--- src/rtl/mfp_usart_tx_if.sv ---
// Register-side signal bundle of the MFP68901 USART transmitter:
// UCR/TSR/UDR access from the CPU plus status and interrupt requests.
interface mfp_usart_tx_if;
  logic [7:0] UCR_I;
  logic       TE;
  logic       BRK;
  logic       DAT_WE;
  logic [7:0] DAT_I;
  logic       STAT_RD;
  logic       BUF_EMPTY;
  logic       UNDERRUN;
  logic       END_O;
  logic       IRQ_EMPTY;
  logic       IRQ_ERR;

  modport master (
    output UCR_I, TE, BRK, DAT_WE, DAT_I, STAT_RD,
    input  BUF_EMPTY, UNDERRUN, END_O, IRQ_EMPTY, IRQ_ERR
  );

  modport slave (
    input  UCR_I, TE, BRK, DAT_WE, DAT_I, STAT_RD,
    output BUF_EMPTY, UNDERRUN, END_O, IRQ_EMPTY, IRQ_ERR
  );
endinterface

--- src/rtl/mfp_usart_tx.sv ---
// MFP68901 USART transmitter: UDR holding register, async frame serialiser
// clocked by timer-D TC pulses, underrun/break handling and TX interrupts.
module mfp_usart_tx #(
  parameter int DIV_FACTOR = 16
) (
  input  logic CLK,
  input  logic RST_N,
  input  logic TC_PULSE,
  output logic SO,
  mfp_usart_tx_if.slave bus
);

  localparam int CW = $clog2(2 * DIV_FACTOR + 1);
  localparam logic [CW-1:0] LEN_1P  = CW'(DIV_FACTOR);
  localparam logic [CW-1:0] LEN_15P = CW'((3 * DIV_FACTOR + 1) / 2);
  localparam logic [CW-1:0] LEN_2P  = CW'(2 * DIV_FACTOR);

  typedef enum logic [2:0] {IDLE, START, DATA, PARITY, STOP, BREAK} state_t;

  state_t          state_reg, state_next;
  logic [7:0]      hold_reg, hold_next;
  logic [7:0]      shift_reg, shift_next;
  logic [7:2]      cfg_reg, cfg_next;
  logic [CW-1:0]   tick_reg, tick_next;
  logic [2:0]      bit_reg, bit_next;
  logic            par_reg, par_next;
  logic            so_reg, so_next;
  logic            buf_empty_reg, buf_empty_next;
  logic            underrun_reg, underrun_next;
  logic            irq_empty_reg, irq_err_reg;

  logic            load, set_ur, tick_done;
  logic [CW-1:0]   tick_inc, bit_len, stop_len, cur_len;
  logic [2:0]      cfg_last, ld_last;
  logic [7:0]      ld_mask;
  logic            ucr_unused;

  assign ucr_unused = bus.UCR_I[0];

  // Data-bit mask for the character being loaded, from the live word length
  assign ld_last = 3'd7 - {1'b0, bus.UCR_I[6:5]};
  generate
    for (genvar gi = 0; gi < 8; gi++) begin : g_mask
      assign ld_mask[gi] = (3'(gi) <= ld_last);
    end
  endgenerate

  assign cfg_last = 3'd7 - {1'b0, cfg_reg[6:5]};
  assign bit_len  = cfg_reg[7] ? LEN_1P : CW'(1);
  assign cur_len  = (state_reg == STOP) ? stop_len : bit_len;
  assign tick_inc = tick_reg + CW'(1);
  assign tick_done = TC_PULSE && (tick_inc == cur_len);

  // Sync mode (00) is sent as one stop bit; 1.5 stop rounds up to 2 ticks in /1
  always_comb begin
    stop_len = bit_len;
    case (cfg_reg[4:3])
      2'b10:   stop_len = cfg_reg[7] ? LEN_15P : CW'(2);
      2'b11:   stop_len = cfg_reg[7] ? LEN_2P : CW'(2);
      default: stop_len = bit_len;
    endcase
  end

  always_comb begin
    state_next = state_reg;
    hold_next  = bus.DAT_WE ? bus.DAT_I : hold_reg;
    shift_next = shift_reg;
    cfg_next   = cfg_reg;
    tick_next  = tick_reg;
    bit_next   = bit_reg;
    par_next   = par_reg;
    so_next    = so_reg;
    load       = 1'b0;
    set_ur     = 1'b0;

    if ((state_reg inside {START, DATA, PARITY, STOP}) && TC_PULSE)
      tick_next = tick_done ? '0 : tick_inc;

    case (state_reg)
      IDLE: begin
        so_next = 1'b1;
        if (bus.TE && bus.BRK) begin
          state_next = BREAK;
          so_next    = 1'b0;
        end else if (bus.TE && !buf_empty_reg) begin
          load = 1'b1;
        end
      end
      START: begin
        if (tick_done) begin
          state_next = DATA;
          so_next    = shift_reg[0];
          shift_next = {1'b0, shift_reg[7:1]};
          bit_next   = 3'd0;
        end
      end
      DATA: begin
        if (tick_done) begin
          if (bit_reg == cfg_last) begin
            if (cfg_reg[2]) begin
              state_next = PARITY;
              so_next    = par_reg;
            end else begin
              state_next = STOP;
              so_next    = 1'b1;
            end
          end else begin
            bit_next   = bit_reg + 3'd1;
            so_next    = shift_reg[0];
            shift_next = {1'b0, shift_reg[7:1]};
          end
        end
      end
      PARITY: begin
        if (tick_done) begin
          state_next = STOP;
          so_next    = 1'b1;
        end
      end
      STOP: begin
        if (tick_done) begin
          if (bus.TE && !bus.BRK && !buf_empty_reg) begin
            load = 1'b1;
          end else begin
            state_next = IDLE;
            set_ur     = bus.TE && buf_empty_reg;
          end
        end
      end
      BREAK: begin
        so_next = 1'b0;
        if (!(bus.TE && bus.BRK)) begin
          state_next = IDLE;
          so_next    = 1'b1;
        end
      end
      default: state_next = IDLE;
    endcase

    // Frame load: shifter takes the pre-write holding value, parity precomputed
    if (load) begin
      state_next = START;
      so_next    = 1'b0;
      tick_next  = '0;
      cfg_next   = bus.UCR_I[7:2];
      shift_next = hold_reg;
      par_next   = (^(hold_reg & ld_mask)) ^ ~bus.UCR_I[1];
    end

    buf_empty_next = bus.DAT_WE ? 1'b0 : (load ? 1'b1 : buf_empty_reg);
    underrun_next  = set_ur ? 1'b1 : (bus.STAT_RD ? 1'b0 : underrun_reg);
  end

  always_ff @(posedge CLK or negedge RST_N) begin
    if (!RST_N) begin
      state_reg     <= IDLE;
      hold_reg      <= '0;
      shift_reg     <= '0;
      cfg_reg       <= '0;
      tick_reg      <= '0;
      bit_reg       <= '0;
      par_reg       <= 1'b0;
      so_reg        <= 1'b1;
      buf_empty_reg <= 1'b1;
      underrun_reg  <= 1'b0;
      irq_empty_reg <= 1'b0;
      irq_err_reg   <= 1'b0;
    end else begin
      state_reg     <= state_next;
      hold_reg      <= hold_next;
      shift_reg     <= shift_next;
      cfg_reg       <= cfg_next;
      tick_reg      <= tick_next;
      bit_reg       <= bit_next;
      par_reg       <= par_next;
      so_reg        <= so_next;
      buf_empty_reg <= buf_empty_next;
      underrun_reg  <= underrun_next;
      irq_empty_reg <= load;
      irq_err_reg   <= set_ur;
    end
  end

  assign SO            = so_reg;
  assign bus.BUF_EMPTY = buf_empty_reg;
  assign bus.UNDERRUN  = underrun_reg;
  assign bus.IRQ_EMPTY = irq_empty_reg;
  assign bus.IRQ_ERR   = irq_err_reg;
  assign bus.END_O     = ~bus.TE && (state_reg == IDLE);

endmodule
--- src/flat_wrapper.sv ---
// flat-port wrapper written by rule: the top's interface ports become plain ports
module mfp_usart_tx_flat 
#(
  parameter int DIV_FACTOR = 16
)
  (CLK, RST_N, TC_PULSE, SO, bus_UCR_I, bus_TE, bus_BRK, bus_DAT_WE, bus_DAT_I, bus_STAT_RD, bus_BUF_EMPTY, bus_UNDERRUN, bus_END_O, bus_IRQ_EMPTY, bus_IRQ_ERR);
  mfp_usart_tx_if bus_i ();
  input  logic CLK;
  input  logic RST_N;
  input  logic TC_PULSE;
  output logic SO;
  input wire logic [$bits(bus_i.UCR_I)-1:0] bus_UCR_I;
  input wire logic [$bits(bus_i.TE)-1:0] bus_TE;
  input wire logic [$bits(bus_i.BRK)-1:0] bus_BRK;
  input wire logic [$bits(bus_i.DAT_WE)-1:0] bus_DAT_WE;
  input wire logic [$bits(bus_i.DAT_I)-1:0] bus_DAT_I;
  input wire logic [$bits(bus_i.STAT_RD)-1:0] bus_STAT_RD;
  output wire logic [$bits(bus_i.BUF_EMPTY)-1:0] bus_BUF_EMPTY;
  output wire logic [$bits(bus_i.UNDERRUN)-1:0] bus_UNDERRUN;
  output wire logic [$bits(bus_i.END_O)-1:0] bus_END_O;
  output wire logic [$bits(bus_i.IRQ_EMPTY)-1:0] bus_IRQ_EMPTY;
  output wire logic [$bits(bus_i.IRQ_ERR)-1:0] bus_IRQ_ERR;
  assign bus_i.UCR_I = bus_UCR_I;
  assign bus_i.TE = bus_TE;
  assign bus_i.BRK = bus_BRK;
  assign bus_i.DAT_WE = bus_DAT_WE;
  assign bus_i.DAT_I = bus_DAT_I;
  assign bus_i.STAT_RD = bus_STAT_RD;
  assign bus_BUF_EMPTY = bus_i.BUF_EMPTY;
  assign bus_UNDERRUN = bus_i.UNDERRUN;
  assign bus_END_O = bus_i.END_O;
  assign bus_IRQ_EMPTY = bus_i.IRQ_EMPTY;
  assign bus_IRQ_ERR = bus_i.IRQ_ERR;
  mfp_usart_tx #(.DIV_FACTOR(DIV_FACTOR)) u_core (.CLK(CLK), .RST_N(RST_N), .TC_PULSE(TC_PULSE), .SO(SO), .bus(bus_i));
endmodule
--- config.mk ---
export PLATFORM = sky130hd
export DESIGN_NAME = mfp_usart_tx_flat
export DESIGN_NICKNAME = d
export VERILOG_FILES = /design/src/rtl/mfp_usart_tx_if.sv /design/src/rtl/mfp_usart_tx.sv /design/src/flat_wrapper.sv
export SDC_FILE = /design/constraint.sdc
export NUM_CORES = 1
export LEC_CHECK = 0
export CORE_MARGIN = 3
export CORE_UTILIZATION = 50
export CTS_CLUSTER_DIAMETER = 30
export DETAILED_ROUTE_END_ITERATION = 6
export GPL_TIMING_DRIVEN = 0
export PLACE_DENSITY = 0.73
export RECOVER_POWER = 50
export SKIP_LAST_GASP = 1
export SLEW_MARGIN = 10
export SYNTH_ARGS = -nofsm -noshare
export SYNTH_HDL_FRONTEND = slang
export SYNTH_SLANG_ARGS = --single-unit
export TNS_END_PERCENT = 100
--- constraint.sdc ---
create_clock -name CLK -period 3.2 [get_ports CLK]
set_input_delay 0.48 -clock CLK [delete_from_list [all_inputs] [get_ports CLK]]
set_output_delay 0.48 -clock CLK [all_outputs]
set_load 0.01 [all_outputs]
==> results.py, run 1 <==
metrics = {
    "floorplanning": {
        "core.rowCount": 23,
        "chipHeight_um": 73.21,
        "die-area_sq_um": 5359,
        "initial_utilization_pct": 54.12,
        "dieWidth_um": 73.21,
        "core_area_sq_um": 4173,
        "num_io_pins": 29,
    },
    "power": {
        "seq_power_share_pct": 36.8,
        "netSwitchingFraction_pct": 39.58,
        "power.static_leakage_nw": 1.146,
        "netSwitchingPower_w": 0.0008828,
        "fin_total_pwr_w": 0.002231,
        "power.combinational.fraction_pct": 48.0,
        "max-vdd-ir-drop_v": 0.0003701,
        "powerDensity_nw_per_um2": 832.7,
        "clkPwrFrac_pct": 15.3,
        "p_int_w": 0.001348,
    },
    "clock_network": {
        "clk_transition_reported_paths_ns": 0.07,
        "clock_tree.htree_level_count": 2,
        "hold_buffers": 0,
        "cts_num_sinks": 40,
        "cts-buffers-inserted": 5,
        "cts_setup_buffers": 0,
        "clock_tree.root_cell": "sky130_fd_sc_hd__clkbuf_8",
        "cts_max_path_buffers": 2,
        "cts.repair.resized": 0,
        "clkLatencyLatePin_ns": 0.28,
        "cts_tree": "done",
    },
    "global_route": {
        "grt.overflow.total": 0,
        "first_global_vias": 1672,
        "grt_pass1_wl_mm": 7.838,
        "grt_start_max_net_pins": 31,
        "all_layer_gr_usage_pct": 18.76,
        "initial_antenna_violation_count": 0,
    },
    "final_layout": {
        "design.final.nets": 282,
        "mostFrequentLayoutCells": "sky130_fd_sc_hd__dfrtp_1 (38), sky130_fd_sc_hd__clkdlybuf4s50_1 (25), sky130_fd_sc_hd__nand2_1 (23), sky130_fd_sc_hd__nor2_1 (16), sky130_fd_sc_hd__o21ai_0 (12)",
        "nFillCells": 361,
        "layoutNonFillerInstCount": 308,
        "ratio_of_cells_with_drive_above_1_in_the_final_layout_pct": 11.24,
        "antenna-diode-count": 0,
        "syn2layout_area_growth_pct": 18.61,
        "most_common_cell_after_layout_fill_and_taps_aside": "sky130_fd_sc_hd__dfrtp_1",
    },
    "drt": {
        "drc": 0,
        "wl_mm": 4.638,
        "route.detailed.vias_per_inst": 5.766,
        "vias": 1776,
        "drt_first_pass_iters": 4,
        "drt-wirelength-per-cell_um": 15.06,
        "drt-initial-drc-count": 86,
        "antenna_left": 0,
    },
    "setup_path": {
        "rr_endpoint": "u_core.par_reg$_DFFE_PN0N_",
        "critical_path.startpoint_type": "register",
        "timing.critical_path.slowest_cell_delay_ns": 0.53,
        "r2r_slack_ns": 0.31,
        "path_cells": "buf_6 -> nand4bb_4 -> or3_1 -> o21ba_1 -> nor4_4 -> nand2_4 -> a21oi_2 -> buf_6 -> mux2_1",
        "cp-endpoint": "u_core.par_reg$_DFFE_PN0N_",
        "worst-setup-path-type": "register to register",
        "reg2regPathDepth": 9,
        "cp_num_cells": 9,
        "critical_path_arrival_ns": 3.05,
        "crit_start": "u_core.state_reg[1]$_DFFE_PN0P_",
        "critical_path_required_ns": 3.36,
        "critical_path.most_common_cell": "sky130_fd_sc_hd__buf_6",
        "worst_path_dominant_cell_family": "simple AND/OR/NAND/NOR gates",
        "path_max_fanout": 10,
        "crit_buf_inv": 2,
        "worstSetupEndpointType": "register",
        "crit_slowest_cell": "sky130_fd_sc_hd__nor4_4",
        "rr_startpoint": "u_core.state_reg[1]$_DFFE_PN0P_",
    },
    "yosys": {
        "synth_enable_flop_cells": 0,
        "ys.flop_type": "sky130_fd_sc_hd__dfrtp_1",
        "netlist_top_cells_area": "sky130_fd_sc_hd__dfrtp_1 (42%), sky130_fd_sc_hd__mux2_2 (4.5%), sky130_fd_sc_hd__xnor2_1 (3.9%)",
        "yosysWarningCount": 0,
        "post_synth_adder_cell_area_pct": 1.108,
        "synth_largest_type_area_fraction_pct": 42.11,
        "synth-async-reset-ratio_pct": 100.0,
        "postSynthCellCount": 222,
        "synth_nets": 247,
        "synth_cell_type_count": 53,
        "post_synthesis_mux_area_share_pct": 8.809,
        "netlist_area_sq_um": 2258,
        "yosysTopAreaCell": "sky130_fd_sc_hd__dfrtp_1",
        "synth_compound_area_share_pct": 17.78,
        "ys_seq_area_share_pct": 44.43,
        "synth_simple_gate_area_share_pct": 18.39,
        "synth-seq-cells": 40,
        "share_of_the_synthesized_netlist_area_taken_by_xor_and_xnor_gates_pct": 5.817,
        "largest_family_of_logic_cells_by_synthesized_area": "simple AND/OR/NAND/NOR gates",
        "syn-mean-instance-area_sq_um": 10.17,
    },
    "placement": {
        "port_bufs": 27,
        "post-dp-hpwl_mm": 3.431,
        "routability_cong": 0.8957,
        "post-place-cells": 300,
    },
    "sta": {
        "clock.fmax_ghz": 0.3464,
        "worst_hold_slack_ns": 0.1645,
        "maxSlewViolCount": 31,
        "final.min_clock_period_ns": 2.887,
        "max-slew-margin-rel_pct": -5.005,
        "setup_violations": 0,
        "setup_tns_ns": 0,
        "rsz0062_at_grt": "no",
        "setup_clock_skew_after_layout_ns": 0.007216,
        "post-route-period-util_pct": 90.21,
        "worstMarginPinSlew_ns": 1.575,
        "report.final.hold_viol_count": 0,
    },
    "run": {
        "drv_cap": 1,
    },
    "min_path": {
        "hold_path_class": "primary input to async pin",
    },
    "run_status": {
        "failing_checks": "max-capacitance violations, max-slew violations",
        "run_status": "complete, but fails checks",
    },
}
[cell families (layout without fill, tap and decap cells)]
family	count (synthesis)	after routing
flops	40	40
xor+xnor	15	15
buf+inv	17	53
compound gates	53	53
mux	18	18
simple gates	77	77
fa+ha+maj	2	2
[final cells by class]
type	instances	area [sq um]	area share, %
plain buffers	9	52.55	1.962
inverters	8	30.03	1.121
repair buffers	28	267.8	9.995
multi-input cells	165	1172	43.76
well taps	50	62.56	2.335
flip-flops and latches	40	1003	37.46
clock buffers	8	90.09	3.363
[worst min-delay path by stage]
stage | from | endpoint | slack [ns] | depth (start not counted)
after floorplan | RST_N | u_core.bit_reg[0]$_DFFE_PN0P_ | 0.18 | 0
after global placement | u_core.par_reg$_DFFE_PN0N_ | u_core.par_reg$_DFFE_PN0N_ | 0.47 | 1
after detailed placement | RST_N | u_core.cfg_reg[3]$_DFFE_PN0N_ | 0.37 | 1
after CTS | RST_N | u_core.cfg_reg[3]$_DFFE_PN0N_ | 0.07 | 1
after global routing | RST_N | u_core.cfg_reg[3]$_DFFE_PN0N_ | 0.20 | 1
final | RST_N | u_core.cfg_reg[3]$_DFFE_PN0N_ | 0.16 | 1
[metrics by stage]
stage	worst slack, ns	area, sq um	utilization [%]
after floorplan	0.6438	2258	-
after global placement	0.3516	2591	62.10
after detailed placement	0.3008	2606	62.46
after CTS	0.2864	2696	64.62
after global routing	0.1296	2679	64.20
final	0.3134	2679	64.20
[synthesized netlist by cell type (all sizes together), types with 5 or more instances]
| cell | number |
|---|---|
| mux2 | 15 |
| inv | 8 |
| clkbuf | 6 |
| xnor2 | 10 |
| nor4 | 5 |
| nor2 | 16 |
| a21oi | 9 |
| o21ai | 12 |
| xor2 | 5 |
| dfrtp | 38 |
| nand2 | 25 |
| nor3 | 6 |
| nand3 | 8 |
[power by group through the flow]
stage          Clock, W  Sequential (W)  Combinational, W
6_report       0.000341        0.000820           0.00107
3_3_place_gp          0        0.000823           0.00106
4_1_cts        0.000352        0.000820           0.00108
2_1_floorplan         0        0.000799          0.000824
3_5_place_dp          0        0.000829           0.00107
5_1_grt        0.000368        0.000847           0.00120
[per-layer routing]
layer,global-route usage (%),share of wire [%],vias up
met5,0,0,-
met4,4.303,0.47,0
met3,3.719,4.5,2
met2,30.29,47,38
met1,25.99,48,858
li1,-,-,878
Power figures use the tool's default switching activity.
==> run 2: changes to the inputs <==
- HOLD_SLACK_MARGIN: not set -> 0.12
- SLEW_MARGIN: 10 -> not set
==> results.py, run 2 (synthesized netlist as in run 1, its figures left out) <==
metrics = {
    "run_status": {
        "run_status": "complete, but fails checks",
        "failing_checks": "max-capacitance violations, max-slew violations",
    },
    "clock_network": {
        "clkLatencyLatePin_ns": 0.29,
        "cts_tree": "done",
        "clk_transition_reported_paths_ns": 0.07,
        "cts_setup_buffers": 0,
        "cts_num_sinks": 40,
        "cts.repair.resized": 0,
        "cts_max_path_buffers": 2,
        "cts-buffers-inserted": 5,
        "clock_tree.root_cell": "sky130_fd_sc_hd__clkbuf_8",
        "hold_buffers": 0,
        "clock_tree.htree_level_count": 2,
    },
    "final_layout": {
        "nFillCells": 344,
        "antenna-diode-count": 0,
        "post_route_standard_cell_area_excluding_fillers_sq_um": 2681,
        "syn2layout_area_growth_pct": 18.73,
        "most_common_cell_after_layout_fill_and_taps_aside": "sky130_fd_sc_hd__dfrtp_1",
        "mostFrequentLayoutCells": "sky130_fd_sc_hd__dfrtp_1 (38), sky130_fd_sc_hd__clkdlybuf4s50_1 (25), sky130_fd_sc_hd__nand2_1 (23), sky130_fd_sc_hd__nor2_1 (16), sky130_fd_sc_hd__o21ai_0 (12)",
        "ratio_of_cells_with_drive_above_1_in_the_final_layout_pct": 11.72,
        "design.final.nets": 281,
    },
    "sta": {
        "maxSlewViolCount": 41,
        "clock.fmax_ghz": 0.3473,
        "max-slew-margin-rel_pct": -40.12,
        "rsz0062_at_grt": "no",
        "post-route-period-util_pct": 89.99,
        "final.min_clock_period_ns": 2.880,
        "setup_clock_skew_after_layout_ns": 0.004299,
        "setup_tns_ns": 0,
        "setup_violations": 0,
        "worst_hold_slack_ns": 0.4826,
        "report.final.hold_viol_count": 0,
        "worstMarginPinSlew_ns": 2.102,
    },
    "global_route": {
        "grt_pass1_wl_mm": 7.776,
        "initial_antenna_violation_count": 0,
        "all_layer_gr_usage_pct": 18.93,
        "first_global_vias": 1671,
        "grt_start_max_net_pins": 41,
        "grt.overflow.total": 0,
    },
    "floorplanning": {
        "initial_utilization_pct": 54.12,
        "core_area_sq_um": 4173,
        "dieWidth_um": 73.21,
        "num_io_pins": 29,
        "core.rowCount": 23,
        "chipHeight_um": 73.21,
        "die-area_sq_um": 5359,
    },
    "placement": {
        "placed_cell_area_sq_um": 2586,
        "post-dp-hpwl_mm": 3.314,
        "port_bufs": 27,
        "routability_cong": 0.8957,
    },
    "setup_path": {
        "worstSetupEndpointType": "register",
        "critical_path_arrival_ns": 3.05,
        "critical_path.startpoint_type": "register",
        "critical_path_required_ns": 3.37,
        "critical_path.most_common_cell": "sky130_fd_sc_hd__buf_6",
        "path_max_fanout": 10,
        "worst-setup-path-type": "register to register",
        "path_cells": "buf_6 -> nor4bb_1 -> nand3_1 -> o21a_1 -> nor4_4 -> nand2_4 -> a21oi_2 -> buf_6 -> mux2_1",
        "crit_slowest_cell": "sky130_fd_sc_hd__nor4_4",
        "timing.critical_path.slowest_cell_delay_ns": 0.49,
    },
    "power": {
        "max-vdd-ir-drop_v": 0.0004118,
        "power.static_leakage_nw": 1.149,
        "powerDensity_nw_per_um2": 839.7,
        "fin_total_pwr_w": 0.002251,
    },
    "drt": {
        "drt-wirelength-per-cell_um": 14.97,
        "drt_first_pass_iters": 5,
        "route.detailed.vias_per_inst": 5.784,
        "wl_mm": 4.582,
        "drc": 0,
        "antenna_left": 0,
        "vias": 1770,
        "drt-initial-drc-count": 92,
    },
    "min_path": {
        "hold_path_class": "register to register",
    },
    "run": {
        "drv_cap": 1,
    },
}
run 2: path summary, 6_finish.rpt:
kind                            slack (ns)  depth (start not counted)                               to                            start
worst max-delay path                  0.32                          9       u_core.par_reg$_DFFE_PN0N_  u_core.state_reg[1]$_DFFE_PN0P_
worst min register to register        0.48                          1  u_core.bus.UNDERRUN$_DFFE_PN0P_  u_core.bus.UNDERRUN$_DFFE_PN0P_
min in group asynchronous             0.79                          1    u_core.cfg_reg[3]$_DFFE_PN0N_                            RST_N
max in group asynchronous             1.21                          1       u_core.par_reg$_DFFE_PN0N_                            RST_N
worst min-delay path                  0.48                          1  u_core.bus.UNDERRUN$_DFFE_PN0P_  u_core.bus.UNDERRUN$_DFFE_PN0P_
worst max register to register        0.32                          9       u_core.par_reg$_DFFE_PN0N_  u_core.state_reg[1]$_DFFE_PN0P_
run 2: worst max-delay path: cells and delay by family, from the launching register on:
kind / cells / cell delay (ns)
buffers and inverters: 2 / 0.33
AO/OA/AOI/OAI: 2 / 0.41
flip-flops: 1 / 0.38
AND/OR/NAND/NOR: 4 / 1.31
multiplexers: 1 / 0.34
run 2: power by group:
group	total [W]	leakage, nW	switching, W	internal [W]
sequential	0.000819	0.497	0.000138	0.000681
combinational	0.00107	0.602	0.000581	0.000491
clock	0.000360	0.0503	0.000168	0.000192
total	0.00225	1.15	0.000888	0.00136
run 2: cell type report:
type | instances | area [sq um] | share of cell area, %
plain buffers | 9 | 52.55 | 1.960
clock buffers | 7 | 96.34 | 3.593
inverters | 8 | 30.03 | 1.120
multi-input cells | 165 | 1172 | 43.72
flip-flops and latches | 40 | 1003 | 37.42
well taps | 50 | 62.56 | 2.333
repair buffers | 27 | 264.0 | 9.846
run 2: through the flow:
| stage | worst slack, ns | util [%] | instances |
|---|---|---|---|
| floorplan | 0.6438 | - | 222 |
| global placement | 0.3516 | 62.10 | 299 |
| CTS | 0.2975 | 64.29 | 306 |
| detailed placement | 0.3234 | 61.98 | 299 |
| global route | 0.1375 | 64.26 | 306 |
| finish | 0.3203 | 64.26 | 306 |
run 2: layer usage:
layer  routed length [um]  track usage, %  vias to the layer above
met1                 2184           24.82                      843
met4                   68           6.762                        0
li1                     -               -                      878
met3                  214           4.545                        7
met2                 2114           30.39                       42
met5                    0               0                        -
==> run 3: changes to the inputs <==
==> constraint.sdc (replaced) <==
create_clock -name CLK -period 3.2 [get_ports CLK]
set_input_delay 0.64 -clock CLK [delete_from_list [all_inputs] [get_ports CLK]]
set_output_delay 0.64 -clock CLK [all_outputs]
set_load 0.01 [all_outputs]
==> results of run 3 <==
Same layout as run 2 (identical final DEF). Status: complete, but fails checks: max-capacitance violations, max-slew violations.
Main changes from that run: setup slack after placement 0.3234 ns -> 0.2450 ns
